**config.mk**
```make
export PLATFORM = sky130hd
export DESIGN_NAME = clock_mode_controller
export DESIGN_NICKNAME = d
export VERILOG_FILES = /design/src/rtl/clock_mode_controller.sv
export SDC_FILE = /design/constraint.sdc
export NUM_CORES = 1
export LEC_CHECK = 0
export CORE_UTILIZATION = 30
export CTS_CLUSTER_SIZE = 28
export DETAILED_ROUTE_END_ITERATION = 8
export HOLD_SLACK_MARGIN = 0.1
export MAX_ROUTING_LAYER = met4
export RECOVER_POWER = 25
export SYNTH_ARGS = -nofsm -noshare
export SYNTH_HDL_FRONTEND = slang
export SYNTH_SLANG_ARGS = --single-unit
```
**constraint.sdc**
```tcl
create_clock -name clk -period 3.3 [get_ports clk]
set_clock_uncertainty 0.1 [all_clocks]
set_input_delay 0.33 -clock clk [delete_from_list [all_inputs] [get_ports clk]]
set_output_delay 0.33 -clock clk [all_outputs]
set_load 0.1 [all_outputs]
```
**src/rtl/clock_mode_controller.sv**
```systemverilog
// -----------------------------------------------------------------------------
// clock_mode_controller
//
// Purpose:
//   Switches the digital-clock time counter between normal RUN and the two
//   manual time-setting modes. The three front-panel buttons are synchronized
//   and debounced here. The block gates the one-second tick, issues
//   single-cycle hour/minute increment strobes, and drives the blink masks
//   for the field being edited.
//
// Ports:
//   clk                 in   system clock
//   reset               in   asynchronous, active-high reset
//   one_second_pulse    in   single-cycle tick from the clock divider
//   mode_button         in   raw mode button (asynchronous)
//   set_hours_button    in   raw set-hours button (asynchronous)
//   set_minutes_button  in   raw set-minutes button (asynchronous)
//   tick_out            out  gated one-second tick (RUN only, 1-cycle latency)
//   inc_hours           out  single-cycle hour increment strobe
//   inc_minutes         out  single-cycle minute increment strobe
//   clear_seconds       out  single-cycle strobe on every entry into RUN
//   blank_hours         out  blanks hours digits while editing hours
//   blank_minutes       out  blanks minutes digits while editing minutes
//   mode                out  0 RUN, 1 SET_HOURS, 2 SET_MINUTES
//
// Optional feature:
//   CLOCK_MODE_AUTO_REPEAT_EN - when defined, holding the active field's set
//   button produces extra strobes. The first extra strobe comes after
//   REPEAT_DELAY cycles, and further strobes follow every REPEAT_PERIOD cycles.
// -----------------------------------------------------------------------------
module clock_mode_controller #(
    parameter int DEBOUNCE_CYCLES = 1000000,
    parameter int BLINK_CYCLES    = 25000000,
    parameter int TIMEOUT_SEC     = 30,
    parameter int REPEAT_DELAY    = 50000000,
    parameter int REPEAT_PERIOD   = 10000000
) (
    input  logic       clk,
    input  logic       reset,
    input  logic       one_second_pulse,
    input  logic       mode_button,
    input  logic       set_hours_button,
    input  logic       set_minutes_button,
    output logic       tick_out,
    output logic       inc_hours,
    output logic       inc_minutes,
    output logic       clear_seconds,
    output logic       blank_hours,
    output logic       blank_minutes,
    output logic [1:0] mode
);

    localparam int DBW = (DEBOUNCE_CYCLES > 1) ? $clog2(DEBOUNCE_CYCLES) : 1;
    localparam int BLW = (BLINK_CYCLES > 1) ? $clog2(BLINK_CYCLES) : 1;
    localparam int TOW = (TIMEOUT_SEC > 1) ? $clog2(TIMEOUT_SEC) : 1;

    localparam logic [DBW-1:0] DB_LAST = DBW'(DEBOUNCE_CYCLES - 1);
    localparam logic [BLW-1:0] BL_LAST = BLW'(BLINK_CYCLES - 1);
    localparam logic [TOW-1:0] TO_LAST = TOW'(TIMEOUT_SEC - 1);

    localparam int BTN_MODE = 0;
    localparam int BTN_HRS  = 1;
    localparam int BTN_MIN  = 2;

    typedef enum logic [1:0] {
        ST_RUN         = 2'd0,
        ST_SET_HOURS   = 2'd1,
        ST_SET_MINUTES = 2'd2
    } state_e;

    state_e           mode_q, state_d;
    logic [TOW-1:0]   tout_q, tout_d;
    logic [BLW-1:0]   blink_cnt_q, blink_cnt_d;
    logic             phase_q, phase_d;
    logic             tick_q, inc_hours_q, inc_minutes_q, clear_seconds_q;
    logic             blank_hours_q, blank_minutes_q;
    logic             inc_hours_d, inc_minutes_d, clear_seconds_d;

    logic [2:0]       raw_s;
    logic [2:0]       sync1_q, sync2_q, deb_q, deb_prev_q;
    logic [DBW-1:0]   deb_cnt_q [3];
    logic [2:0]       press_s;
    logic             field_press_s;
    logic             strobe_s;
    logic             rep_fire_s;

    assign raw_s   = {set_minutes_button, set_hours_button, mode_button};
    assign press_s = deb_q & ~deb_prev_q;

    // Two-flop synchronizers and per-button debounce. The counter only runs
    // while the synchronized level disagrees with the accepted level.
    always_ff @(posedge clk or posedge reset) begin
        if (reset) begin
            sync1_q    <= 3'b000;
            sync2_q    <= 3'b000;
            deb_q      <= 3'b000;
            deb_prev_q <= 3'b000;
            for (int i = 0; i < 3; i++) begin
                deb_cnt_q[i] <= {DBW{1'b0}};
            end
        end else begin
            sync1_q    <= raw_s;
            sync2_q    <= sync1_q;
            deb_prev_q <= deb_q;
            for (int i = 0; i < 3; i++) begin
                if (sync2_q[i] == deb_q[i]) begin
                    deb_cnt_q[i] <= {DBW{1'b0}};
                end else if (deb_cnt_q[i] == DB_LAST) begin
                    deb_q[i]     <= sync2_q[i];
                    deb_cnt_q[i] <= {DBW{1'b0}};
                end else begin
                    deb_cnt_q[i] <= deb_cnt_q[i] + DBW'(1);
                end
            end
        end
    end

    // Select the set button that belongs to the field currently being edited.
    always_comb begin
        field_press_s = 1'b0;
        case (mode_q)
            ST_SET_HOURS:   field_press_s = press_s[BTN_HRS];
            ST_SET_MINUTES: field_press_s = press_s[BTN_MIN];
            default:        field_press_s = 1'b0;
        endcase
    end

`ifdef CLOCK_MODE_AUTO_REPEAT_EN
    localparam int RPMAX = (REPEAT_DELAY > REPEAT_PERIOD) ? REPEAT_DELAY : REPEAT_PERIOD;
    localparam int RPW   = (RPMAX > 1) ? $clog2(RPMAX) : 1;
    localparam logic [RPW-1:0] RD_LAST = RPW'(REPEAT_DELAY - 1);
    localparam logic [RPW-1:0] RP_LAST = RPW'(REPEAT_PERIOD - 1);

    logic [RPW-1:0] rep_cnt_q, rep_cnt_d;
    logic           rep_armed_q, rep_armed_d;
    logic           rep_run_s;

    assign rep_run_s = ((mode_q == ST_SET_HOURS) & deb_q[BTN_HRS]) |
                       ((mode_q == ST_SET_MINUTES) & deb_q[BTN_MIN]);

    // Auto-repeat timing. The first extra strobe waits the long delay, and
    // later strobes use the shorter period. A fresh press, a mode press, a
    // release or a state change restarts the sequence.
    always_comb begin
        rep_cnt_d   = rep_cnt_q;
        rep_armed_d = rep_armed_q;
        rep_fire_s  = 1'b0;
        if (!rep_run_s || field_press_s || press_s[BTN_MODE]) begin
            rep_cnt_d   = {RPW{1'b0}};
            rep_armed_d = 1'b0;
        end else if (!rep_armed_q && (rep_cnt_q == RD_LAST)) begin
            rep_fire_s  = 1'b1;
            rep_cnt_d   = {RPW{1'b0}};
            rep_armed_d = 1'b1;
        end else if (rep_armed_q && (rep_cnt_q == RP_LAST)) begin
            rep_fire_s  = 1'b1;
            rep_cnt_d   = {RPW{1'b0}};
        end else begin
            rep_cnt_d   = rep_cnt_q + RPW'(1);
        end
    end

    // Auto-repeat state registers.
    always_ff @(posedge clk or posedge reset) begin
        if (reset) begin
            rep_cnt_q   <= {RPW{1'b0}};
            rep_armed_q <= 1'b0;
        end else begin
            rep_cnt_q   <= rep_cnt_d;
            rep_armed_q <= rep_armed_d;
        end
    end
`else
    assign rep_fire_s = 1'b0;
`endif

    // A mode press always wins over an increment in the same cycle.
    assign strobe_s = (field_press_s | rep_fire_s) & ~press_s[BTN_MODE] & (mode_q != ST_RUN);

    // Mode sequencing, inactivity timeout and strobe generation.
    always_comb begin
        state_d         = mode_q;
        tout_d          = tout_q;
        clear_seconds_d = 1'b0;
        inc_hours_d     = 1'b0;
        inc_minutes_d   = 1'b0;
        case (mode_q)
            ST_RUN: begin
                tout_d = {TOW{1'b0}};
                if (press_s[BTN_MODE]) begin
                    state_d = ST_SET_HOURS;
                end else begin
                    state_d = ST_RUN;
                end
            end
            ST_SET_HOURS, ST_SET_MINUTES: begin
                if (press_s[BTN_MODE]) begin
                    state_d         = (mode_q == ST_SET_HOURS) ? ST_SET_MINUTES : ST_RUN;
                    clear_seconds_d = (mode_q == ST_SET_MINUTES);
                    tout_d          = {TOW{1'b0}};
                end else if (strobe_s) begin
                    // An accepted press beats a coinciding timeout.
                    tout_d        = {TOW{1'b0}};
                    inc_hours_d   = (mode_q == ST_SET_HOURS);
                    inc_minutes_d = (mode_q == ST_SET_MINUTES);
                end else if (one_second_pulse) begin
                    if (tout_q == TO_LAST) begin
                        state_d         = ST_RUN;
                        clear_seconds_d = 1'b1;
                        tout_d          = {TOW{1'b0}};
                    end else begin
                        tout_d = tout_q + TOW'(1);
                    end
                end else begin
                    tout_d = tout_q;
                end
            end
            default: begin
                state_d = ST_RUN;
                tout_d  = {TOW{1'b0}};
            end
        endcase
    end

    // Blink phase. It restarts visible on state entry and after each strobe.
    always_comb begin
        blink_cnt_d = blink_cnt_q;
        phase_d     = phase_q;
        if ((state_d == ST_RUN) || (state_d != mode_q) || inc_hours_d || inc_minutes_d) begin
            blink_cnt_d = {BLW{1'b0}};
            phase_d     = 1'b0;
        end else if (blink_cnt_q == BL_LAST) begin
            blink_cnt_d = {BLW{1'b0}};
            phase_d     = ~phase_q;
        end else begin
            blink_cnt_d = blink_cnt_q + BLW'(1);
        end
    end

    // State, counters and all registered outputs.
    always_ff @(posedge clk or posedge reset) begin
        if (reset) begin
            mode_q          <= ST_RUN;
            tout_q          <= {TOW{1'b0}};
            blink_cnt_q     <= {BLW{1'b0}};
            phase_q         <= 1'b0;
            tick_q          <= 1'b0;
            inc_hours_q     <= 1'b0;
            inc_minutes_q   <= 1'b0;
            clear_seconds_q <= 1'b0;
            blank_hours_q   <= 1'b0;
            blank_minutes_q <= 1'b0;
        end else begin
            mode_q          <= state_d;
            tout_q          <= tout_d;
            blink_cnt_q     <= blink_cnt_d;
            phase_q         <= phase_d;
            tick_q          <= (mode_q == ST_RUN) & one_second_pulse;
            inc_hours_q     <= inc_hours_d;
            inc_minutes_q   <= inc_minutes_d;
            clear_seconds_q <= clear_seconds_d;
            blank_hours_q   <= (state_d == ST_SET_HOURS) & phase_d;
            blank_minutes_q <= (state_d == ST_SET_MINUTES) & phase_d;
        end
    end

    assign tick_out      = tick_q;
    assign inc_hours     = inc_hours_q;
    assign inc_minutes   = inc_minutes_q;
    assign clear_seconds = clear_seconds_q;
    assign blank_hours   = blank_hours_q;
    assign blank_minutes = blank_minutes_q;
    assign mode          = mode_q;

endmodule
```
## After elaboration in Yosys (flattened, before gate mapping)

Cells that the tools add are included.

- Add/subtract/negate cells: 5
- Eq/ne operators: 14
- Multiplexer cells: 34
- Bitwise logic cells: 12
- Reduce and logical (&&, ||, !) cells: 10

Operators with widths:

| cell | count |
|---|---|
| 2-to-1 mux 20 bit | 6 |
| adder 20 x 1 -> 20 bit, second input constant | 3 |
| equality test 20 bit, second input constant | 3 |
| 2-to-1 mux 25 bit | 2 |
| adder 25 x 1 -> 25 bit, second input constant | 1 |
| equality test 25 bit, second input constant | 1 |
| 2-to-1 mux 5 bit | 5 |
| 2-to-1 mux 1 bit | 14 |
| 2-to-1 mux 2 bit | 5 |
| AND reduction 2 bit | 3 |
| adder 5 x 1 -> 5 bit, second input constant | 1 |
| bitwise AND 1 bit | 5 |
| equality test 5 bit, second input constant | 1 |
| NOT 1 bit | 5 |
| equality test 2 x 1 -> 1 bit, second input constant | 2 |
| equality test 2 bit, second input constant | 2 |
| logical NOT 2 bit | 2 |
| inequality test 4 bit, second input constant | 1 |
| one-hot mux 2 bit (2 select lines) | 1 |
| bitwise AND 3 bit | 1 |
| equality test 1 bit | 3 |
| logical OR 1 bit | 3 |
| NOT 3 bit | 1 |
| inequality test 2 bit | 1 |
| 3 further kinds | 3 |

- Bits in registers: 111
- Logic and storage cells: 94

## Logic depth before layout (Yosys ltp)

Gate-level depths: netlist of the first run.

- Depth in word-level cells: 14
- Depth in mapped cells: 8

## Worst setup path after synthesis of the first run

No wires, ideal clock.

- Kind: flip-flop to flip-flop
- Start point: register mode_q[1] (netlist: mode[1])
- End point: register blink_cnt_q[23]
- Library setup time: 0.088 ns
- Arrival time: 2.827 ns
- Data required time: 3.112 ns
- Path slack: 0.285 ns
- Cell stages (with the launch flop): 9
- Buffers on the path: 1
- Period minus slack after synthesis: 3.015 ns
- Path through: dfrtp_1 -> inv_1 -> ha_1 -> nand4bb_1 -> and4_1 -> o41ai_4 -> a32oi_2 -> buf_2 -> nor3b_1

- Word-level cells in the longest chain between the ends: 12
- Elaborated cells on any way between the ends: 26

RTL lines:

| item | line | text |
|---|---|---|
| start: declaration | 71 | `state_e mode_q, state_d;` |
| start signal: assignment | 254 | `mode_q <= state_d;` |
| equality test 2 bit / equality test 2 x 1 -> 1 bit (equally long branches) | 121, 187, 198 |  |
| one-hot mux 1 bit (2 select lines) | 121 | `case (mode_q)` |
| bitwise AND 1 bit (2 in series) | 178 | `assign strobe_s = (field_press_s \| rep_fire_s) & ~press_s[BTN_MODE] & (mode_q != ST_RUN);` |
| 2-to-1 mux 2 bit | 201 | `end else if (strobe_s) begin` |
| 2-to-1 mux 2 bit | 197 | `if (press_s[BTN_MODE]) begin` |
| one-hot mux 2 bit (2 select lines) (*) | 187 | `case (mode_q)` |
| net state_d[1] | 71 |  |
| inequality test 2 bit / logical NOT 2 bit (equally long branches) | 229 | `if ((state_d == ST_RUN) \|\| (state_d != mode_q) \|\| inc_hours_d \|\| inc_minutes_d) begin` |
| logical OR 1 bit (*) (3 in series) | 229 |  |
| 2-to-1 mux 25 bit (*) | 229 |  |
| net blink_cnt_d[23] | 73 | `logic [BLW-1:0] blink_cnt_q, blink_cnt_d;` |
| end signal: assignment | 245 | `blink_cnt_q <= {BLW{1'b0}};` |
| end signal: assignment | 256 | `blink_cnt_q <= blink_cnt_d;` |
| end: declaration | 73 |  |

The timed path passes the listed nets; every way through them passes the cells marked *.
A chain may end at the register's enable or synchronous reset.

## Worst setup path after layout of the first run

- Start point: register mode_q[1] (netlist: mode[1])
- End point: register blank_hours_q (netlist: blank_hours)

- Word-level cells in the longest chain between the ends: 13
- Elaborated cells on any way between the ends: 28

RTL lines:

| item | line | text |
|---|---|---|
| equality test 2 bit / equality test 2 x 1 -> 1 bit (equally long branches) | 121, 187, 198 |  |
| one-hot mux 1 bit (2 select lines) | 121 |  |
| bitwise AND 1 bit (2 in series) | 178 |  |
| 2-to-1 mux 2 bit | 201 |  |
| 2-to-1 mux 2 bit | 197 |  |
| one-hot mux 2 bit (2 select lines) (*) | 187 |  |
| net state_d[1] | 71 |  |
| inequality test 2 bit / logical NOT 2 bit (equally long branches) | 229 |  |
| logical OR 1 bit (3 in series) | 229 |  |
| 2-to-1 mux 1 bit | 229 |  |
| bitwise AND 1 bit (*) | 262 | `blank_hours_q <= (state_d == ST_SET_HOURS) & phase_d;` |
| end signal: assignment | 262 |  |
| end: declaration | 76 | `logic blank_hours_q, blank_minutes_q;` |

Marks and branches as above.

==> out/results.ini, run 1 <==
[global_routing]
grt_max_degree = 79
grt_pass1_vias = 3837
grt_pass1_wl_um = 18400
antenna_found_initial = 0
grt.overflow.total = 0
grt.total_usage = 0.127

[routing]
dr_wl_met2_um = 4870
ant_nets = 0
routed.top_layer = met4
drc = 0
dr_wl_met3_um = 338
vias = 3813
drt_first_pass_iters = 4
drt-met1-wl_um = 4910
avgViaCountPerCell = 4.89
dr.first_iter.drc_count = 196
drt-total-wl_um = 10300
wl_per_cell_um = 13.2

[floorplan]
rows = 48
fp.dieH_um = 137
coreArea_um2 = 17500
die_w_um = 137
start_util = 0.311
io-pin-count = 14
die_area_um2 = 18700

[placed_design]
dp_slack_ns = 0.688
post_dp_cell_area_um2 = 5840
port_buffers = 13
gp_congestion = 0.873
dp_hpwl_um = 7000
dp.cells = 765

[power]
p_int_mw = 1.98
pwr-share-comb = 0.029
pwr-share-clk = 0.423
switchingPower_uw = 543
power.leakage_nw = 2.53
sw_frac_of_total = 0.215
p_seq_frac = 0.549
power_density_nw_per_um2 = 412
vdd_drop_max_v = 0.000303

[synthesis]
synthesis.area_um2 = 5450
synth_warnings = 0
synth_flop_cell = dfrtp_1
async_flop_share = 1.00
synth_seq_cells = 111
netlist_instances = 537
synth_nets = 553
postSynthAreaPerCell_um2 = 10.2
synth_cell_types = 45
yosysSeqAreaShare = 0.509
synth_edf_count = 0

[cells_and_area]
area_growth_pct = 12.3
layout-drive-gt1-share = 0.0649
stdcell_count = 780
fin_area_um2 = 6120
fill_cells = 1779
antenna_cells = 0
nNetsFinal = 567

[outcome]
outcome = finished, final reports clean

[worst_setup_path]
end_kind = register
required_ns = 3.45
critical_path.top_delay_family = simple AND/OR/NAND/NOR gates
crit_chain = inv_1 > ha_1 > nand4bb_1 > and4_1 > o41ai_4 > a32oi_2 > buf_4 > nor4b_1
crit_buf_inv = 2
slowest_delay_ns = 0.45
critical_path_class = reg2reg
worstPathArrival_ns = 2.77
cp_slowest_cell = dfrtp_1
critPathLaunchType = register
crit_fanout = 28

[sta]
whs_ns = 0.250
timing.final.ws_setup_ns = 0.672
hold_viol = 0
timing.slew.headroom = 0.223
fin_setup_tns_ns = 0
maxSlewViolCount = 0
grt_setup_unrepaired = false
worst_pin_slew_ns = 1.17
finalCriticalPeriod_ns = 2.63
max_freq_mhz = 380
setup_viol = 0
finalCritPeriodShare = 0.796

[clock_tree]
cts-root-buf = clkbuf_16
clock_path_buffers = 2
clock_latency_ns = 0.35
cts_max_level = 3
tritoncts = built
clk_pin_slew_ns = 0.07
clkSinkCount = 111
cts_hold_buf = 0
cts_buffers = 9
postCtsSetupBuffers = 0
cts.repair.resized = 0

[worst_hold_path]
hp-class = reg2reg

[run]
drv_cap = 0

-- metrics by stage --
stage,utilization,power [mW]
after floorplan,-,1.46
after global placement,0.333,1.49
after detailed placement,0.333,1.49
after CTS,0.350,2.58
after global routing,0.349,2.64
final,0.349,2.52
-- final cells by class --
class / count / area (µm²) / area share
clock buffer: 10 / 229 / 0.0374
sequential: 111 / 2780 / 0.454
clock inverter: 5 / 58.8 / 0.00960
timing repair buffer: 17 / 164 / 0.0268
tap: 225 / 282 / 0.0460
inverter: 13 / 50.0 / 0.00817
multi-input combinational: 399 / 2560 / 0.418
-- state kept, by name, indices dropped and copies added, names as in the netlist, 2 cells and up --
register     flops
blink_cnt_q     25
tout_q           5
deb_q            3
sync2_q          3
deb_cnt_q       60
mode             2
sync1_q          3
deb_prev_q       3
-- cells in the final DEF (no fill, tap or decap), types with 10 or more instances in the layout --
master   instances
and3_1          18
and4_1          11
dfrtp_1        111
ha_1            10
inv_1           12
nand2_1         40
nand3_1         39
nand4_1         18
nor2_1          81
nor3_1          23
nor4_1          11
xnor2_1         40
xor2_1          40
-- power by group through the flow --
stage                     Sequential [mW]  Clock (mW)  Combinational, mW
after CTS                            1.38        1.12             0.0777
after floorplan                      1.41           0             0.0488
after global routing                 1.39        1.17             0.0861
after detailed placement             1.41           0             0.0776
after global placement               1.41           0             0.0761
final                                1.38        1.07             0.0726
-- worst paths after layout --
| check | depth (start not counted) | endpoint | slack, ns | start |
|---|---|---|---|---|
| setup / recovery | 8 | blank_hours$_DFF_PP0_ | 0.67 | mode[1]$_DFF_PP0_ |
| hold / removal | 0 | sync2_q[0]$_DFF_PP0_ | 0.25 | sync1_q[0]$_DFF_PP0_ |
| setup reg to reg | 8 | blank_hours$_DFF_PP0_ | 0.67 | mode[1]$_DFF_PP0_ |
| max in group asynchronous | 3 | deb_cnt_q[29]$_DFF_PP0_ | 1.26 | reset |
| min in group asynchronous | 2 | blink_cnt_q[17]$_DFF_PP0_ | 0.40 | reset |
| hold reg to reg | 0 | sync2_q[0]$_DFF_PP0_ | 0.25 | sync1_q[0]$_DFF_PP0_ |
-- worst reg2reg max path: stages (launching register included) --
cell,delay [ns]
dfrtp_1,0.45
inv_1,0.16
ha_1,0.25
nand4bb_1,0.24
and4_1,0.29
o41ai_4,0.39
a32oi_2,0.09
buf_4,0.24
nor4b_1,0.33
-- routing by layer --
metal	vias to the layer above	GRT usage
met2	35	0.200
met1	1880	0.160
met3	10	0.0367
met4	0	0.0317
met5	-	-
li1	1888	-
-- synthesized netlist by cell type, types with 10 or more instances --
library cell / instances / area, µm²
and3_1: 18 / 113
and4_1: 11 / 96.3
dfrtp_1: 111 / 2780
ha_1: 10 / 125
inv_1: 13 / 48.8
nand2_1: 40 / 150
nand3_1: 39 / 195
nand4_1: 18 / 113
nor2_1: 81 / 304
nor3_1: 23 / 115
nor4_1: 11 / 68.8
xnor2_1: 40 / 350
xor2_1: 40 / 350
-- cells by family (layout without fill, tap and decap cells) --
| kind of cell | after synthesis | count (layout) | synth area share |
|---|---|---|---|
| buffers and inverters | 27 | 45 | 0.0216 |
| XOR/XNOR | 80 | 80 | 0.129 |
| flip-flops | 111 | 111 | 0.509 |
| AO/OA/AOI/OAI | 17 | 17 | 0.0259 |
| adder cells (fa/ha/maj) | 10 | 10 | 0.0229 |
| AND/OR/NAND/NOR | 287 | 287 | 0.282 |
| multiplexers | 5 | 5 | 0.0101 |
Note: power is estimated with default switching activity, not from simulation.
==> run 2: changes to the inputs <==
Clock period 3.3 ns to 2.6 ns, I/O delays scaled along.
==> run 2 against run 1 <==
  * Highest routed layer unchanged
  * Die area did not move
  * Clock power rose by 28%
  * Non-clock buffer count rose by 2
  * Wire length rose by 1.6%
  * Power rose by 27%
  * Worst setup slack got worse by 0.61 ns
  * Combinational power rose by 25%
  * Global-route usage fell by 0.16 points
  * Clock-buffer cell count did not move
  * Via count rose by 1.9%
  * First-iteration DRC count rose by 12%
  * Hold slack got worse by 0.0011 ns
==> out/results.ini, run 2 (synthesis results as in run 1) <==
[sta]
setup_viol = 0
worst_pin_slew_ns = 1.48
whs_ns = 0.249
max_freq_mhz = 395
timing.slew.headroom = 0.0159
fin_setup_tns_ns = 0
hold_viol = 0
maxSlewViolCount = 0
finalCriticalPeriod_ns = 2.53
finalCritPeriodShare = 0.975

[power]
power_density_nw_per_um2 = 524
power.leakage_nw = 2.56
p_total_mw = 3.21
vdd_drop_max_v = 0.000284

[floorplan]
die_w_um = 137
rows = 48
coreArea_um2 = 17500
die_area_um2 = 18700
fp.dieH_um = 137
start_util = 0.311
io-pin-count = 14

[placed_design]
post_dp_cell_area_um2 = 5850
dp.cells = 766
dp_hpwl_um = 7030
port_buffers = 13
gp_congestion = 0.788

[worst_setup_path]
slowest_delay_ns = 0.45
crit_buf_inv = 2
worstPathArrival_ns = 2.69
critical_path.top_delay_family = simple AND/OR/NAND/NOR gates
crit_chain = inv_2 > ha_1 > nand4bb_1 > and4_2 > o41ai_4 > a32oi_2 > buf_12 > nor4b_1
cp_slowest_cell = dfrtp_2
r2r_slack_ns = 0.07
critical_path_class = reg2reg
crit_fanout = 28
critPathLaunchType = register
end_kind = register
required_ns = 2.76

[cells_and_area]
regMostFlops = deb_cnt_q
largest_reg_flops = 60
largest_registers = deb_cnt_q: 60 flops, blink_cnt_q: 25 flops, tout_q: 5 flops
nNetsFinal = 569
area_growth_pct = 12.5
final_common_cell = dfrtp_1
fin_area_um2 = 6130
layout-drive-gt1-share = 0.0898
stdcell_count = 782
antenna_cells = 0
mostFrequentLayoutCells = dfrtp_1, nor2_1, nand2_1, xor2_1, xnor2_1

[clock_tree]
clock_path_buffers = 2
cts_hold_buf = 0
clock_latency_ns = 0.36
clk_pin_slew_ns = 0.07
tritoncts = built
cts_max_level = 3
cts_buffers = 9
cts-root-buf = clkbuf_16
clkSinkCount = 111

[global_routing]
grt.overflow.total = 0
grt_pass1_vias = 3860
grt_pass1_wl_um = 18100
grt_max_degree = 112
grt.total_usage = 0.125
antenna_found_initial = 0

[run]
drv_cap = 0

[routing]
vias = 3886
avgViaCountPerCell = 4.97
dr.first_iter.drc_count = 219
drt_first_pass_iters = 4
wl_per_cell_um = 13.3
drt-total-wl_um = 10400
ant_nets = 0
drc = 0

[worst_hold_path]
hp-class = reg2reg

[outcome]
outcome = finished, final reports clean

run 2: changes by cell type in the layout (fill, tap and decap cells not counted), moves of 2 or more:
cell             change
clkdlybuf4s50_1      -6
dfrtp_1              -2
inv_2                +2
inv_1                -2
dfrtp_2              +2
buf_4                +8
clkinv_4             +2
run 2: metal layers:
layer	global-route usage	routed length, µm	vias to the layer above
li1	-	-	1900
met1	0.152	4890	1914
met2	0.201	4960	53
met3	0.0226	308	19
met4	0.0617	267	0
met5	-	0	-
run 2: worst reg2reg max path, stage by stage, from the launching register on:
cell,delay (ns)
dfrtp_2,0.45
inv_2,0.13
ha_1,0.27
nand4bb_1,0.17
and4_2,0.30
o41ai_4,0.39
a32oi_2,0.12
buf_12,0.20
nor4b_1,0.30
run 2: timing repair:
| action | in CTS | in global routing |
|---|---|---|
| setup buffers | 0 | 1 |
| gates resized for setup | 0 | 1 |
| endpoints found under the setup margin | 0 | 3 |
run 2: path summary, 6_finish.rpt:
kind | from | end | cells after the start
min in group asynchronous | reset | deb_cnt_q[24]$_DFF_PP0_ | 3
setup reg to reg | mode[1]$_DFF_PP0_ | blank_minutes$_DFF_PP0_ | 8
setup / recovery | mode[1]$_DFF_PP0_ | blank_minutes$_DFF_PP0_ | 8
hold reg to reg | sync1_q[2]$_DFF_PP0_ | sync2_q[2]$_DFF_PP0_ | 0
max in group asynchronous | reset | mode[1]$_DFF_PP0_ | 3
hold / removal | sync1_q[2]$_DFF_PP0_ | sync2_q[2]$_DFF_PP0_ | 0
run 2: stage by stage:
step / util / setup WS (ns)
5_1_grt: 0.350 / -0.0251
3_5_place_dp: 0.334 / 0.0990
2_1_floorplan: - / 0.0197
6_report: 0.350 / 0.0659
3_3_place_gp: 0.334 / 0.267
4_1_cts: 0.350 / 0.0878
run 2: where the power goes:
group	leakage, nW	switching (mW)	total (mW)	internal (mW)
combinational	0.895	0.0676	0.0909	0.0233
sequential	1.52	0.0138	1.76	1.74
clock	0.139	0.623	1.37	0.744
run 2: area by class of cell:
cell class                 instances  area, µm²
sequential                       111       2780
clock buffer                      10        229
multi-input combinational        399       2560
inverter                          13       52.6
clock inverter                     5       60.1
tap                              225        282
fill                            1776      11400
timing repair buffer              19        168
==> run 3: changes to the inputs <==
Settings changed: CORE_UTILIZATION 30 to 43.
==> run 3 against run 2 <==
  * First-iteration DRC count up 8.2%
  * Critical path depth unchanged
  * Largest cell class unchanged
  * Core utilization up 15 points
==> out/results.ini, run 3 (synthesis results as in run 1) <==
[power]
pwr-share-comb = 0.029
pwr-share-clk = 0.417
vdd_drop_max_v = 0.000432
p_seq_frac = 0.554
power_density_nw_per_um2 = 522
switchingPower_uw = 724
p_int_mw = 2.45
sw_frac_of_total = 0.228
p_total_mw = 3.17
power.leakage_nw = 2.56

[sta]
max_freq_mhz = 406
finalCritPeriodShare = 0.948
hold_viol = 0
timing.slew.headroom = 0.00634
worst_pin_slew_ns = 1.49
timing.final.ws_setup_ns = 0.136
finalCriticalPeriod_ns = 2.46
fin_setup_tns_ns = 0
setup_viol = 0
grt_setup_unrepaired = false
maxSlewViolCount = 0

[global_routing]
grt_pass1_vias = 3740
grt_max_degree = 112
grt.overflow.total = 0
grt_pass1_wl_um = 18000
antenna_found_initial = 0
grt.total_usage = 0.180

[cells_and_area]
multi_input_area_um2 = 2570
regMostFlops = deb_cnt_q
antenna_cells = 0
largest_registers = deb_cnt_q: 60 flops, blink_cnt_q: 25 flops, tout_q: 5 flops
fill_cells = 1091
final_common_cell = dfrtp_1
mostFrequentLayoutCells = dfrtp_1, nor2_1, nand2_1, xor2_1, xnor2_1
area_growth_pct = 11.4
layout-drive-gt1-share = 0.0984
final_util = 0.499
nNetsFinal = 570
regArea_um2 = 2780
largest_reg_flops = 60

[routing]
wl_per_cell_um = 14.0
avgViaCountPerCell = 5.26
drt_first_pass_iters = 4
drt-total-wl_um = 10200
ant_nets = 0
vias = 3825
drc = 0
dr.first_iter.drc_count = 237

[worst_setup_path]
worstPathArrival_ns = 2.62
r2r_slack_ns = 0.14
r2r_start = mode[0]$_DFF_PP0_
slowest_delay_ns = 0.43
critPathLaunchType = register
required_ns = 2.75
worst-r2r-cell-count = 8
crit_fanout = 28
critical_path_class = reg2reg
end_kind = register
crit_chain = inv_2 > ha_1 > nand4bb_1 > and4_2 > o41ai_4 > a32oi_2 > buf_12 > nor4b_1
r2r_end = blank_minutes$_DFF_PP0_
cp_slowest_cell = dfrtp_2

[placed_design]
dp_slack_ns = 0.142
dp_hpwl_um = 6680
port_buffers = 13
gp_congestion = 0.797

[floorplan]
io-pin-count = 14
die_area_um2 = 13100
die_w_um = 115
rows = 40
coreArea_um2 = 12200
start_util = 0.448
fp.dieH_um = 115

[clock_tree]
cts_max_level = 3
cts_hold_buf = 0
tritoncts = built
clkSinkCount = 111
cts.repair.resized = 0
clock_path_buffers = 2
cts-root-buf = clkbuf_16
clock_latency_ns = 0.35
clk_pin_slew_ns = 0.07
postCtsSetupBuffers = 0
cts_buffers = 9

[worst_hold_path]
hold_path_end = sync2_q[2]$_DFF_PP0_
hold_path_startpoint = sync1_q[2]$_DFF_PP0_
min_path_cells = 0
hp-class = reg2reg

[outcome]
outcome = finished, final reports clean

[run]
drv_cap = 0

==> run 3: worst max-delay path: cells and delay by family, from the launching register on <==
| family | cells | cell delay (ns) |
|---|---|---|
| and+or+nand+nor | 3 | 0.80 |
| AOI/OAI and AO/OA | 2 | 0.52 |
| DFF | 1 | 0.43 |
| buffers and inverters | 2 | 0.27 |
| adders and majority gates | 1 | 0.24 |
==> run 3: area by class of cell <==
class	count	share of cell area
Sequential cell	111	0.458
Multi-Input combinational cell	399	0.424
Clock buffer	10	0.0394
Tap cell	168	0.0346
Timing Repair Buffer	20	0.0288
Inverter	13	0.00865
Clock inverter	6	0.00701
==> run 3: metal layers <==
metal,part of all wire,GRT usage,up-vias
met5,0,-,-
met4,0.012,0.0442,0
met3,0.030,0.0492,13
met2,0.48,0.280,41
met1,0.48,0.234,1880
li1,-,-,1891
==> run 3: how the worst max path moves through the flow <==
| stage | start | endpoint | slack, ns | cells past startpoint |
|---|---|---|---|---|
| final | mode[0]$_DFF_PP0_ | blank_minutes$_DFF_PP0_ | 0.14 | 8 |
| after global routing | mode[0]$_DFF_PP0_ | blink_cnt_q[0]$_DFF_PP0_ | 0.006 | 8 |
| after CTS | mode[0]$_DFF_PP0_ | blank_hours$_DFF_PP0_ | 0.13 | 8 |
| after detailed placement | mode[0]$_DFF_PP0_ | blank_hours$_DFF_PP0_ | 0.14 | 8 |
| after global placement | mode[0]$_DFF_PP0_ | blank_minutes$_DFF_PP0_ | 0.26 | 8 |
| after floorplan | mode[1]$_DFF_PP0_ | blink_cnt_q[23]$_DFF_PP0_ | 0.02 | 8 |
==> run 3: power by group through the flow <==
stage	clock network [mW]	registers (mW)	logic [mW]
after floorplan	0	1.79	0.0619
after global placement	0	1.79	0.0980
after detailed placement	0	1.79	0.0999
after CTS	1.37	1.76	0.100
after global routing	1.42	1.76	0.108
final	1.32	1.76	0.0913
==> run 3: metrics by stage <==
stage	instances	hold slack, ns	cell area, µm²
after global placement	711	0.233	5790
final	727	0.247	6070
after global routing	727	0.254	6070
after detailed placement	711	0.236	5790
after CTS	727	0.226	6070
after floorplan	537	0.191	5460
